**src/rtl/alu_pkg.sv**
```systemverilog
// rtl/alu_pkg.sv - shared constants for the ALU issue stage
// Ports: none (package). ALU select codes, default widths, zero-register address.
package alu_pkg;

    localparam int ALU_DATA_W = 32;
    localparam int ALU_REG_AW = 5;
    localparam int ALU_SEL_W  = 2;

    localparam logic [ALU_SEL_W-1:0] ALU_ADD  = 2'd0;
    localparam logic [ALU_SEL_W-1:0] ALU_SUB  = 2'd1;
    localparam logic [ALU_SEL_W-1:0] ALU_MUL  = 2'd2;
    localparam logic [ALU_SEL_W-1:0] ALU_NAND = 2'd3;

    localparam logic [ALU_REG_AW-1:0] REG_ZERO = '0;

endpackage

```
**src/rtl/alu_issue_slot.sv**
```systemverilog
// rtl/alu_issue_slot.sv - one held op entry with load and writeback refresh
// Ports:
//   clk, rst            clock, synchronous active-high reset
//   load                capture load_* into the entry (marks valid)
//   drain               empty the entry (ignored when load is set)
//   load_*              op fields to capture (operand data before forwarding)
//   wb_valid/addr/data  writeback bus used for capture forwarding and refresh
//   valid, sel, ...     current entry contents
module alu_issue_slot
    import alu_pkg::*;
#(
    parameter int DATA_W = ALU_DATA_W,
    parameter int REG_AW = ALU_REG_AW,
    parameter int SEL_W  = ALU_SEL_W
) (
    input  logic              clk,
    input  logic              rst,
    input  logic              load,
    input  logic              drain,
    input  logic [SEL_W-1:0]  load_sel,
    input  logic [REG_AW-1:0] load_rs_addr,
    input  logic [REG_AW-1:0] load_rt_addr,
    input  logic [DATA_W-1:0] load_rs_data,
    input  logic [DATA_W-1:0] load_rt_data,
    input  logic [REG_AW-1:0] load_rd_addr,
    input  logic              load_wr_en,
    input  logic              wb_valid,
    input  logic [REG_AW-1:0] wb_addr,
    input  logic [DATA_W-1:0] wb_data,
    output logic              valid,
    output logic [SEL_W-1:0]  sel,
    output logic [REG_AW-1:0] rs_addr,
    output logic [REG_AW-1:0] rt_addr,
    output logic [DATA_W-1:0] rs_data,
    output logic [DATA_W-1:0] rt_data,
    output logic [REG_AW-1:0] rd_addr,
    output logic              wr_en
);

    // Same rule serves capture and refresh: register 0 reads as zero, a
    // matching writeback wins, otherwise keep the supplied value.
    function automatic logic [DATA_W-1:0] patch(input logic [REG_AW-1:0] addr,
                                                 input logic [DATA_W-1:0] data);
        if (addr == '0)
            return '0;
        else if (wb_valid && (wb_addr == addr))
            return wb_data;
        else
            return data;
    endfunction

    always_ff @(posedge clk) begin
        if (rst) begin
            valid   <= 1'b0;
            sel     <= '0;
            rs_addr <= '0;
            rt_addr <= '0;
            rs_data <= '0;
            rt_data <= '0;
            rd_addr <= '0;
            wr_en   <= 1'b0;
        end else if (load) begin
            valid   <= 1'b1;
            sel     <= load_sel;
            rs_addr <= load_rs_addr;
            rt_addr <= load_rt_addr;
            rs_data <= patch(load_rs_addr, load_rs_data);
            rt_data <= patch(load_rt_addr, load_rt_data);
            rd_addr <= load_rd_addr;
            wr_en   <= load_wr_en;
        end else if (drain) begin
            valid   <= 1'b0;
        end else if (valid) begin
            rs_data <= patch(rs_addr, rs_data);
            rt_data <= patch(rt_addr, rt_data);
        end
    end

endmodule

```
**src/rtl/alu_issue_stage.sv**
```systemverilog
// rtl/alu_issue_stage.sv - registered operand-forwarding issue stage ahead of the ALU
// Ports:
//   clk, rst                  clock, synchronous active-high reset
//   in_valid/in_ready         upstream handshake (in_ready is registered)
//   in_sel, in_rs/rt_addr,    decoded op and register-file operands
//   in_rs/rt_data, in_rd_addr, in_wr_en
//   wb_valid/addr/data        writeback bus for forwarding and refresh
//   out_valid/out_ready       ALU-side handshake
//   out_sel, data_1, data_2,  registered op presented to the ALU
//   out_rd_addr, out_wr_en
module alu_issue_stage
    import alu_pkg::*;
#(
    parameter int DATA_W = ALU_DATA_W,
    parameter int REG_AW = ALU_REG_AW,
    parameter int SEL_W  = ALU_SEL_W
) (
    input  logic              clk,
    input  logic              rst,
    input  logic              in_valid,
    output logic              in_ready,
    input  logic [SEL_W-1:0]  in_sel,
    input  logic [REG_AW-1:0] in_rs_addr,
    input  logic [REG_AW-1:0] in_rt_addr,
    input  logic [DATA_W-1:0] in_rs_data,
    input  logic [DATA_W-1:0] in_rt_data,
    input  logic [REG_AW-1:0] in_rd_addr,
    input  logic              in_wr_en,
    input  logic              wb_valid,
    input  logic [REG_AW-1:0] wb_addr,
    input  logic [DATA_W-1:0] wb_data,
    output logic              out_valid,
    input  logic              out_ready,
    output logic [SEL_W-1:0]  out_sel,
    output logic [DATA_W-1:0] data_1,
    output logic [DATA_W-1:0] data_2,
    output logic [REG_AW-1:0] out_rd_addr,
    output logic              out_wr_en
);

    logic              in_ready_q;
    logic              in_xfer, out_xfer, promote;
    logic              main_load, main_drain, skid_load, skid_next;
    logic              main_valid, skid_valid;
    logic [REG_AW-1:0] main_rs_addr, main_rt_addr;
    logic [SEL_W-1:0]  skid_sel;
    logic [REG_AW-1:0] skid_rs_addr, skid_rt_addr, skid_rd_addr;
    logic [DATA_W-1:0] skid_rs_data, skid_rt_data;
    logic              skid_wr_en;
    logic [SEL_W-1:0]  m_sel;
    logic [REG_AW-1:0] m_rs_addr, m_rt_addr, m_rd_addr;
    logic [DATA_W-1:0] m_rs_data, m_rt_data;
    logic              m_wr_en;

    assign in_ready = in_ready_q;
    assign out_valid = main_valid;
    assign in_xfer  = in_valid & in_ready_q;
    assign out_xfer = main_valid & out_ready;

    // Skid can only be occupied while main is, and in_ready is low then, so
    // a promotion never coincides with an input transfer.
    assign promote    = out_xfer & skid_valid;
    assign main_load  = promote | (in_xfer & (~main_valid | out_xfer));
    assign main_drain = out_xfer & ~main_load;
    assign skid_load  = in_xfer & main_valid & ~out_xfer;
    assign skid_next  = skid_load | (skid_valid & ~out_xfer);

    always_ff @(posedge clk) begin
        if (rst)
            in_ready_q <= 1'b1;
        else
            in_ready_q <= ~skid_next;
    end

    // Promoted skid data passes through the main slot's capture forwarding,
    // so a writeback in the promotion cycle is not lost.
    always_comb begin
        m_sel     = in_sel;
        m_rs_addr = in_rs_addr;
        m_rt_addr = in_rt_addr;
        m_rs_data = in_rs_data;
        m_rt_data = in_rt_data;
        m_rd_addr = in_rd_addr;
        m_wr_en   = in_wr_en;
        if (promote) begin
            m_sel     = skid_sel;
            m_rs_addr = skid_rs_addr;
            m_rt_addr = skid_rt_addr;
            m_rs_data = skid_rs_data;
            m_rt_data = skid_rt_data;
            m_rd_addr = skid_rd_addr;
            m_wr_en   = skid_wr_en;
        end
    end

    alu_issue_slot #(.DATA_W(DATA_W), .REG_AW(REG_AW), .SEL_W(SEL_W)) u_main (
        .clk          (clk),
        .rst          (rst),
        .load         (main_load),
        .drain        (main_drain),
        .load_sel     (m_sel),
        .load_rs_addr (m_rs_addr),
        .load_rt_addr (m_rt_addr),
        .load_rs_data (m_rs_data),
        .load_rt_data (m_rt_data),
        .load_rd_addr (m_rd_addr),
        .load_wr_en   (m_wr_en),
        .wb_valid     (wb_valid),
        .wb_addr      (wb_addr),
        .wb_data      (wb_data),
        .valid        (main_valid),
        .sel          (out_sel),
        .rs_addr      (main_rs_addr),
        .rt_addr      (main_rt_addr),
        .rs_data      (data_1),
        .rt_data      (data_2),
        .rd_addr      (out_rd_addr),
        .wr_en        (out_wr_en)
    );

    alu_issue_slot #(.DATA_W(DATA_W), .REG_AW(REG_AW), .SEL_W(SEL_W)) u_skid (
        .clk          (clk),
        .rst          (rst),
        .load         (skid_load),
        .drain        (promote),
        .load_sel     (in_sel),
        .load_rs_addr (in_rs_addr),
        .load_rt_addr (in_rt_addr),
        .load_rs_data (in_rs_data),
        .load_rt_data (in_rt_data),
        .load_rd_addr (in_rd_addr),
        .load_wr_en   (in_wr_en),
        .wb_valid     (wb_valid),
        .wb_addr      (wb_addr),
        .wb_data      (wb_data),
        .valid        (skid_valid),
        .sel          (skid_sel),
        .rs_addr      (skid_rs_addr),
        .rt_addr      (skid_rt_addr),
        .rs_data      (skid_rs_data),
        .rt_data      (skid_rt_data),
        .rd_addr      (skid_rd_addr),
        .wr_en        (skid_wr_en)
    );

    // Main-slot addresses are only needed inside the slot for refresh.
    logic unused_main_addr;
    assign unused_main_addr = ^{main_rs_addr, main_rt_addr};

endmodule
```
**config.mk**
```make
export PLATFORM = sky130hd
export DESIGN_NAME = alu_issue_stage
export DESIGN_NICKNAME = d
export VERILOG_FILES = /design/src/rtl/alu_pkg.sv /design/src/rtl/alu_issue_slot.sv /design/src/rtl/alu_issue_stage.sv
export SDC_FILE = /design/constraint.sdc
export NUM_CORES = 1
export LEC_CHECK = 0
export BUFFER_PORTS_ARGS = -buffer_cell sky130_fd_sc_hd__buf_2
export CORE_ASPECT_RATIO = 0.7
export CORE_MARGIN = 8
export CORE_UTILIZATION = 50
export CTS_BUF_LIST = sky130_fd_sc_hd__clkbuf_8
export CTS_CLUSTER_DIAMETER = 30
export CTS_CLUSTER_SIZE = 10
export DETAILED_ROUTE_END_ITERATION = 16
export GPL_TIMING_DRIVEN = 0
export HOLD_SLACK_MARGIN = 0.08
export PLACE_DENSITY = 0.76
export SETUP_SLACK_MARGIN = 0.3
export SLEW_MARGIN = 5
export SYNTH_ARGS = -nofsm -noshare
export SYNTH_HDL_FRONTEND = slang
export SYNTH_HIERARCHICAL = 1
export SYNTH_SLANG_ARGS = --single-unit
```
**constraint.sdc**
```tcl
create_clock -name clk -period 7.1 [get_ports clk]
set_clock_uncertainty 0.15 [all_clocks]
set_input_delay 0.71 -clock clk [delete_from_list [all_inputs] [get_ports clk]]
set_output_delay 0.71 -clock clk [all_outputs]
set_load 0.02 [all_outputs]
```
==> impl_metrics.ini <==
[run_status]
status = completed

[sta]
relSlewSlack_pct = 16.8
finalSetupTns_ns = 0
maxSlewViolCount = 0
final-hold-violation-count = 0
worst_pin_slew_ns = 1.25
setup_viol_count_final = 0
finalCritPeriodShare_pct = 53.8
fin_crit_ns = 3.82
rsz0062_at_grt = no
fmax_mhz = 262

[floorplan]
dieArea_sq_um = 24700
die_h_um = 134
core_sq_um = 19600
die_width_um = 184
row_count = 43
num_io_pins = 198
start_util_pct = 50.6

[power_and_ir_drop]
p_int_mw = 1.67
switching_share_pct = 31.8
pwr-share-seq_pct = 42.1
ir_worst_vdd_mv = 0.102
leakagePower_nw = 4.88
power.switching_mw = 0.776
combPwrFrac_pct = 26.6
p_per_area_nw_per_um2 = 209
clkPwrFrac_pct = 31.3

[layout]
final_nets = 1331
layout_commonest_cell = buf_2
n_antenna_cell = 0
fillCellCount = 1750
utilization_pct = 59.4
final_cell_mix = 203 x buf_2, 167 x dfxtp_1, 72 x nand2_1, 69 x mux2_4
syn2layout_area_growth_pct = 17.5
drive_gt1_share_pct = 34.2
final_cell_area_sq_um = 11700

[worst_setup_path]
critPathLaunch = u_main/valid
ff2ff_setup_slack_ns = 3.28
cp-end-kind = flop
crit_fanout = 10
worstPathArrival_ns = 4.06
reg2reg_depth = 10
rr_endpoint = u_main/rs_data[25]
path_class = flop to flop
worstSetupEndpoint = u_main/rs_data[25]
reg2reg_from = u_main/valid
crit_path_start_kind = flop
cp.required_ns = 7.34

[synth]
netlist_instances = 996
synth.distinct_cells = 46
syn_area_sq_um = 9940
yosysSeqAreaShare_pct = 33.6
synth_enable_flop_cells = 0
syn_avg_cell_area_sq_um = 9.98
async_flop_share_pct = 0
yosysWarnings = 6
ys_seq_elements = 167
synth_fp_nets = 1120
synth_ff_type = dfxtp_1

[grt]
grt_pass1_wl_um = 50300
grt_overflow = 0
grt_max_degree = 17
grt.total_usage_pct = 25.9
grt_pass1_vias = 8866
antenna_found_initial = 1

[drt]
vias_per_cell = 6.28
wl_per_cell_um = 22.4
vias = 9354
antenna_left = 0
finalWirelength_um = 33300
post-route-drc-count = 0
firstDrtPassIters = 5
initialDrtViolationCount = 1021

[clocking]
ctsHtreeMaxLevel = 4
cts-resized-gates = 0
cts_buffers = 17
insertion_delay_ns = 0.47
clk_path_buf_depth = 2
cts_tree = yes
hold_buffers = 0
cts_root_buffer = clkbuf_8
cts_num_sinks = 167
clk_pin_slew_ns = 0.09
post-cts-setup-buffers = 0

[worst_hold_path]
hp-class = flop to flop

[placement]
portBuffers = 192
place_area_sq_um = 11200
dpl.hpwl_um = 23700
gp_congestion = 0.881

[run]
cap_violations = 0
stage by stage:
stage	hold WS (ns)	worst slack [ns]	cells	power, mW
4_1_cts	0.303	3.38	1489	2.44
3_3_place_gp	0.282	3.04	1458	1.67
6_report	0.299	3.28	1489	2.44
2_1_floorplan	0.275	3.90	996	1.47
3_5_place_dp	0.290	3.06	1458	1.69
5_1_grt	0.320	3.21	1489	2.55
worst min-delay path by stage:
| stage | start | end | slack (ns) | cells past startpoint |
|---|---|---|---|---|
| global placement | u_main/rs_data[8] | u_main/rs_data[8] | 0.28 | 2 |
| finish | u_skid/rs_data[31] | u_skid/rs_data[31] | 0.30 | 2 |
| CTS | u_main/rs_data[5] | u_main/rs_data[5] | 0.30 | 2 |
| global route | u_skid/rs_data[31] | u_skid/rs_data[31] | 0.32 | 2 |
| detailed placement | u_skid/rs_data[31] | u_skid/rs_data[31] | 0.29 | 2 |
| floorplan | u_skid/rs_data[7] | u_skid/rs_data[7] | 0.28 | 2 |
critical path, cell delays in order (launching register included):
cell	delay [ns]
dfxtp_1	0.46
nand3_1	0.15
buf_6	0.19
buf_6	0.17
mux2_4	0.24
or4_1	0.12
o21a_1	0.37
nor3b_1	1.04
clkbuf_1	0.47
o22ai_1	0.20
o21ai_1	0.16
cell usage after synthesis, types with 10 or more instances:
master | number | area (sq um)
dfxtp_1 | 167 | 3340
clkbuf_1 | 52 | 195
buf_2 | 11 | 55.1
nor2_1 | 44 | 165
a221o_1 | 64 | 641
a32o_1 | 64 | 641
buf_6 | 14 | 158
mux2_2 | 13 | 146
mux2_4 | 69 | 1040
or3_2 | 54 | 405
nand2_1 | 72 | 270
or3_1 | 10 | 62.6
o22ai_1 | 64 | 400
xnor2_1 | 36 | 315
mux2i_1 | 36 | 360
o21ai_1 | 62 | 310
a22o_1 | 64 | 561
clkbuf_8 | 16 | 220
power by group through the flow:
stage                     Clock, mW  Combinational [mW]  Sequential, mW
after global placement            0               0.628            1.05
after CTS                     0.774               0.640            1.03
final                         0.765               0.651            1.03
after floorplan                   0               0.367            1.10
after detailed placement          0               0.637            1.05
after global routing          0.821               0.690            1.04
cell type report:
class                           instances  area, sq um  share of cell area [%]
Buffer                                111          793                    6.80
Clock buffer                           19          262                    2.24
Clock inverter                         12          175                    1.50
Inverter                                5         18.8                   0.161
Multi-Input combinational cell        713         5780                    49.5
Sequential cell                       167         3340                    28.6
Tap cell                              270          338                    2.89
Timing Repair Buffer                  192          961                    8.23
layer usage:
metal | up-vias | routed length [um] | GRT usage (%) | part of all wire, %
met5 | - | 14 | 0 | 0.042
met3 | 43 | 3590 | 7.11 | 11
met1 | 4496 | 15000 | 36.9 | 45
li1 | 4279 | - | - | -
met4 | 2 | 550 | 6.97 | 1.7
met2 | 534 | 14100 | 37.7 | 42
cells by family (layout without fill, tap and decap cells):
kind of cell	after synthesis	in the layout	synth area share, %
AO/OA/AOI/OAI	341	341	27.4
AND/OR/NAND/NOR	214	214	11.7
flip-flops	167	167	33.6
multiplexers	118	118	15.5
buffers and inverters	116	339	8.17
XOR/XNOR	40	40	3.53
state kept, by name, summed over array words and instances, names as in the netlist:
signal	cells
u_main/wr_en	1
in_ready	1
u_skid/valid	1
u_skid/rt_data	32
u_main/rd_addr	5
u_skid/rd_addr	5
u_skid/rs_data	32
u_skid/rt_addr	5
u_skid/sel	2
u_main/sel	2
u_skid/wr_en	1
u_main/rs_addr	5
u_main/rt_addr	5
u_main/rt_data	32
u_main/valid	1
u_main/rs_data	32
u_skid/rs_addr	5
(Power assumes the default switching activity.)
